**config.mk**
```make
export PLATFORM = sky130hd
export DESIGN_NAME = dmem_mmio
export DESIGN_NICKNAME = d
export VERILOG_FILES = /design/src/rtl/dmem_mmio.sv
export SDC_FILE = /design/constraint.sdc
export NUM_CORES = 2
export LEC_CHECK = 0
export BUFFER_PORTS_ARGS = -buffer_cell sky130_fd_sc_hd__buf_2
export CORE_MARGIN = 2
export CORE_UTILIZATION = 30
export DETAILED_ROUTE_END_ITERATION = 12
export HOLD_SLACK_MARGIN = 0.15
export PLACE_DENSITY = 0.48
export SLEW_MARGIN = 20
export SYNTH_ARGS = -nofsm -noshare
export SYNTH_HDL_FRONTEND = slang
export SYNTH_SLANG_ARGS = --single-unit
```
**constraint.sdc**
```tcl
create_clock -name clk -period 3.2 [get_ports clk]
set_input_delay 0.32 -clock clk [delete_from_list [all_inputs] [get_ports clk]]
set_output_delay 0.32 -clock clk [all_outputs]
set_load 0.005 [all_outputs]
```
**src/rtl/dmem_mmio.sv**
```systemverilog
// Data-side memory for the single-cycle core: word RAM, GPIO and a compare timer behind one address port.
// Latency: reads are combinational (zero cycles); writes land on the next rising clk edge.
// Backpressure: none; every access completes in the cycle it is presented.
module dmem_mmio #(
    parameter int          RAM_WORDS = 64,
    parameter logic [31:0] MMIO_BASE = 32'h0000_FF00
) (
    input  logic        clk,
    input  logic        reset,
    input  logic        MemWrite,
    input  logic [31:0] ALUResult,
    input  logic [31:0] WriteData,
    output logic [31:0] ReadData,
    input  logic [31:0] gpio_in,
    output logic [31:0] gpio_out,
    output logic        timer_irq
);

    localparam int          AW        = $clog2(RAM_WORDS);
    localparam logic [31:0] RAM_BYTES = 32'(RAM_WORDS) << 2;

    localparam logic [2:0] OFF_GOUT = 3'd0;
    localparam logic [2:0] OFF_GIN  = 3'd1;
    localparam logic [2:0] OFF_CNT  = 3'd4;
    localparam logic [2:0] OFF_CMP  = 3'd5;
    localparam logic [2:0] OFF_CTRL = 3'd6;
    localparam logic [2:0] OFF_STAT = 3'd7;

    logic [31:0] mem [RAM_WORDS];

    logic [31:0] gpio_q;
    logic [31:0] sync1, sync2;
    logic [31:0] count, cmp;
    logic [2:0]  ctrl;
    logic        match, fault;

    logic          ram_hit, mmio_hit, mmio_mapped;
    logic [2:0]    off;
    logic [AW-1:0] ram_idx;
    logic          wr_gout, wr_cnt, wr_cmp, wr_ctrl, wr_stat, wr_unmapped;
    logic          en, autoreload, irq_en, cmp_hit;

    assign ram_hit  = ALUResult < RAM_BYTES;
    assign ram_idx  = ALUResult[AW+1:2];
    assign mmio_hit = !ram_hit && (ALUResult[31:5] == MMIO_BASE[31:5]);
    assign off      = ALUResult[4:2];

    // Offsets 0x08 and 0x0C are holes in the window.
    assign mmio_mapped = mmio_hit && (off != 3'd2) && (off != 3'd3);

    assign wr_gout     = MemWrite && mmio_hit && (off == OFF_GOUT);
    assign wr_cnt      = MemWrite && mmio_hit && (off == OFF_CNT);
    assign wr_cmp      = MemWrite && mmio_hit && (off == OFF_CMP);
    assign wr_ctrl     = MemWrite && mmio_hit && (off == OFF_CTRL);
    assign wr_stat     = MemWrite && mmio_hit && (off == OFF_STAT);
    assign wr_unmapped = MemWrite && !ram_hit && !mmio_mapped;

    assign en         = ctrl[0];
    assign autoreload = ctrl[1];
    assign irq_en     = ctrl[2];

    // A CPU write to COUNT pre-empts the compare for that edge.
    assign cmp_hit = en && (count == cmp) && !wr_cnt;

    always_ff @(posedge clk) begin
        if (MemWrite && ram_hit) begin
            mem[ram_idx] <= WriteData;
        end
    end

    always_ff @(posedge clk or negedge reset) begin
        if (!reset) begin
            gpio_q <= '0;
            sync1  <= '0;
            sync2  <= '0;
            count  <= '0;
            cmp    <= 32'hFFFF_FFFF;
            ctrl   <= '0;
            match  <= 1'b0;
            fault  <= 1'b0;
        end else begin
            sync1 <= gpio_in;
            sync2 <= sync1;

            if (wr_gout) gpio_q <= WriteData;
            if (wr_cmp)  cmp    <= WriteData;
            if (wr_ctrl) ctrl   <= WriteData[2:0];

            if (wr_cnt) begin
                count <= WriteData;
            end else if (cmp_hit && autoreload) begin
                count <= '0;
            end else if (en) begin
                count <= count + 32'd1;
            end

            // Set events win over a simultaneous write-1-to-clear.
            if (cmp_hit) begin
                match <= 1'b1;
            end else if (wr_stat && WriteData[0]) begin
                match <= 1'b0;
            end

            if (wr_unmapped) begin
                fault <= 1'b1;
            end else if (wr_stat && WriteData[1]) begin
                fault <= 1'b0;
            end
        end
    end

    always_comb begin
        ReadData = '0;
        if (ram_hit) begin
            ReadData = mem[ram_idx];
        end else if (mmio_hit) begin
            case (off)
                OFF_GOUT: ReadData = gpio_q;
                OFF_GIN:  ReadData = sync2;
                OFF_CNT:  ReadData = count;
                OFF_CMP:  ReadData = cmp;
                OFF_CTRL: ReadData = {29'd0, ctrl};
                OFF_STAT: ReadData = {30'd0, fault, match};
                default:  ReadData = '0;
            endcase
        end
    end

    assign gpio_out  = gpio_q;
    assign timer_irq = match && irq_en;

endmodule

```
==> run_results.csv <==
group,metric,value,unit
drt,vias,56000,
power,internal-power,48.6,mW
clock_network,ctsHtreeMaxLevel,4,
critical_path,cp-end-kind,"primary output",
timing,maxSlewHeadroom,0.243,
critical_path,path_buf_inv,3,
placed_design,dp_hpwl,234000,µm
critical_path,path_cells,"mux2_2 -> a221o_1 -> a222oi_1 -> buf_4 -> o22ai_2 -> nor4_4 -> buf_4 -> o22ai_2 -> buf_2",
clock_network,cts_sinks,2213,
outcome,violations,"negative setup slack",
timing,setup_violations,32,
timing,rsz0062_at_grt,"yes",
yosys,yosysWarnings,0,
outcome,outcome,"finished with violations",
timing,fin_skew,0.0323,ns
global_route,grt_pass1_vias,53500,
global_route,grt_util_all_layers,0.235,
yosys,synth_edf_count,2048,
drt,via_per_inst,5.60,
placed_design,postPlaceCellArea,101000,µm²
finish,design_area,111000,µm²
clock_network,cts.reportedPaths.clkPinSlew,0.06,ns
critical_path,worstPathRequired,2.88,ns
min_path,min-delay-start,"WriteData[23]",
critical_path,rr_worst_depth,10,
power,p_switching,14.9,mW
yosys,synthArstFlopShare,0.0746,
power,swShare,0.234,
floorplan,die_area,293000,µm²
placed_design,placedCellCount,9471,
drt,drc,0,
timing,final-hold-violation-count,0,
min_path,min_path_type,"input pin to register",
clock_network,tritoncts.num_buffers,228,
yosys,synth_top_area_frac,0.710,
yosys,yosys-top-cells-count,"2048 x edfxtp_1, 265 x nor2_1, 264 x mux2_2",
clock_network,root_buffer,"clkbuf_16",
critical_path,cp_num_cells,9,
timing,worst_slew_pin_slew,1.14,ns
critical_path,r2r_start,"cmp[20]$_DFFE_PN1P_",
timing,max_freq,257,MHz
finish,fillerInstances,26400,
yosys,synth.most_common_cell,"edfxtp_1",
critical_path,critPathTopFamily,"compound AO/OA/AOI/OAI gates",
yosys,synth.area.top_cells,"edfxtp_1 71%, mux4_2 4.0%, dfrtp_1 3.8%",
finish,layout-drive-gt1-share,0.355,
drt,routedWlPerCell,35.2,µm
clock_network,cts_tree,"yes",
floorplan,rows,197,
yosys,ys_seq_area_frac,0.758,
critical_path,cp_data_arrival_time,3.57,ns
clock_network,clk_latency,0.89,ns
timing,finalCritPeriodShare,1.22,
critical_path,worstSetupPathType,"register to primary output",
power,p_leak,37.4,nW
yosys,syn_nets,5009,
floorplan,die_height,541,µm
drt,first_iter_violations,8027,
drt,finalWirelength,352000,µm
critical_path,crit_slowest_cell,"a222oi_1",
power,power_frac_clock,0.421,
min_path,hold_depth,1,
yosys,synth_flop_cell,"edfxtp_1",
finish,final_cell_count_no_fill,10000,
critical_path,startpoint,"mem[31][21]$_DFFE_PP_",
yosys,synth_area,86600,µm²
critical_path,start_kind,"register",
global_route,grt_overflow,0,
drt,ant_nets,0,
power,p_seq_frac,0.499,
finish,multiInputGateArea,21100,µm²
job,max_cap_viol_count,0,
timing,fin_crit,3.89,ns
floorplan,dieWidth,541,µm
global_route,grt_max_degree,68,
timing,final.setup.worst_slack,-0.692,ns
global_route,antenna_found_initial,26,
yosys,yosys_register_bits,2213,
finish,nNetsFinal,6125,
timing,finalMaxSlewViolations,0,
placed_design,portBuffers,161,
floorplan,core,288000,µm²
clock_network,cts.path.max_buffers,3,
placed_design,place.gp.congestion,0.911,
floorplan,io_pins,164,
yosys,synth_cell_types,81,
drt,dr.pass1.iters,6,
global_route,grt_pass1_wl,474000,µm
critical_path,cp_max_fo,1,
finish,syn_to_final_growth,28.0,%
power,combinationalPowerShare,0.080,
floorplan,start_util,0.301,
finish,final-seq-area,65700,µm²
yosys,yosys.area.top_type,"edfxtp_1",
critical_path,slowest_delay,0.62,ns
power,peakVddDrop,0.585,mV
power,powerDensity,572,nW/µm²
yosys,synth.avg_cell_area,17.6,µm²
yosys,netlist_instances,4909,
## through the flow
| stage | worst slack, ns | hold slack, ns | util | total power [mW] | setup TNS [ns] |
|---|---|---|---|---|---|
| 5_1_grt | -0.719 | 0.164 | 0.385 | 64.9 | -12.93 |
| 2_1_floorplan | -0.369 | 0.0244 | - | 33.8 | -475.54 |
| 4_1_cts | -0.766 | 0.152 | 0.384 | 63.6 | -11.52 |
| 3_3_place_gp | -1.78 | 0.334 | 0.350 | 36.8 | -17.64 |
| 3_5_place_dp | -1.02 | 0.336 | 0.350 | 36.9 | -16.35 |
| 6_report | -0.692 | 0.177 | 0.385 | 63.4 | -10.43 |
## power by group through the flow
stage / Sequential [mW] / Clock, mW / Combinational, mW
global placement: 32.3 / 0 / 4.59
CTS: 31.6 / 27.1 / 4.93
detailed placement: 32.3 / 0 / 4.61
global route: 31.6 / 28.1 / 5.16
finish: 31.6 / 26.7 / 5.08
floorplan: 32.3 / 0 / 1.51
## routing by layer
metal / track usage / up-vias / wire length [µm]
li1: - / 22400 / -
met1: 0.329 / 30000 / 146000
met2: 0.356 / 3030 / 157000
met3: 0.0512 / 563 / 33700
met4: 0.0848 / 12 / 14100
met5: 0 / - / 77
## final cells by class
cell class	instances	share of cell area
antenna	9	0.000203
clock buffer	298	0.0557
clock inverter	120	0.0110
inverter	14	0.000632
multi-input combinational	2339	0.190
sequential	2213	0.592
tap	3781	0.0427
timing repair buffer	1229	0.107
## kinds of logic (layout without fill, tap and decap cells)
logic type               count (synthesis)  after routing  synth area share
XOR/XNOR                                29             29           0.00293
AND/OR/NAND/NOR                        632            632            0.0329
other                                    0              9                 0
buffers and inverters                  357           1661            0.0211
flip-flops                            2213           2213             0.758
adder cells (fa/ha/maj)                  1              1          0.000144
AO/OA/AOI/OAI                         1091           1091            0.0907
multiplexers                           586            586            0.0938
## cells in the final DEF, fill, tap and decap left out, types with 16 or more instances in the layout
master and instances:
o2bb2ai_1 16, bufinv_16 19, nor2_1 182, nor2_4 73
o211ai_1 19, xnor2_1 28, nand4_1 20, o21ai_0 137
buf_12 198, a22oi_1 102, o22ai_1 57, mux2_2 255
buf_4 749, a31oi_1 17, a22o_1 58, a21oi_1 185
clkbuf_1 57, mux2i_1 162, clkbuf_16 237, nand2_1 170
buf_2 149, a221o_1 60, o21ai_1 20, clkinv_1 36
mux4_2 153, a221oi_1 196, dlygate4sd3_1 95, edfxtp_1 2048
buf_6 27, nand3_1 24, o221ai_1 22, dfstp_2 32
clkinv_2 44, nor4_1 18, and3_1 16, nor3_1 17
dfrtp_1 132, a221oi_2 45
## worst paths after layout
| path | endpoint | slack (ns) |
|---|---|---|
| max in group asynchronous | cmp[0]$_DFFE_PN1P_ | 2.11 |
| worst min-delay path | mem[59][23]$_DFFE_PP_ | 0.18 |
| min in group asynchronous | cmp[18]$_DFFE_PN1P_ | 0.65 |
| worst max-delay path | ReadData[21] | -0.69 |
| worst max register to register | count[26]$_DFFE_PN0P_ | 0.40 |
| worst min register to register | sync2[29]$_DFF_PN0_ | 0.35 |
## flip-flops by register name, indices dropped and copies added (netlist names)
name,flops
count,32
sync2,32
gpio_out,32
fault,1
sync1,32
cmp,32
mem,2048
match,1
ctrl,3
## what timing repair did
item                                    4_1_cts  5_1_grt
pin swaps                                    70       48
endpoints found under the setup margin       32       32
setup buffers                                19        1
cloned                                        1        0
gates resized for setup                     251       76
hold endpoints to repair                   1105      118
hold buffers                                 94        2
Power figures use the tool's default switching activity.
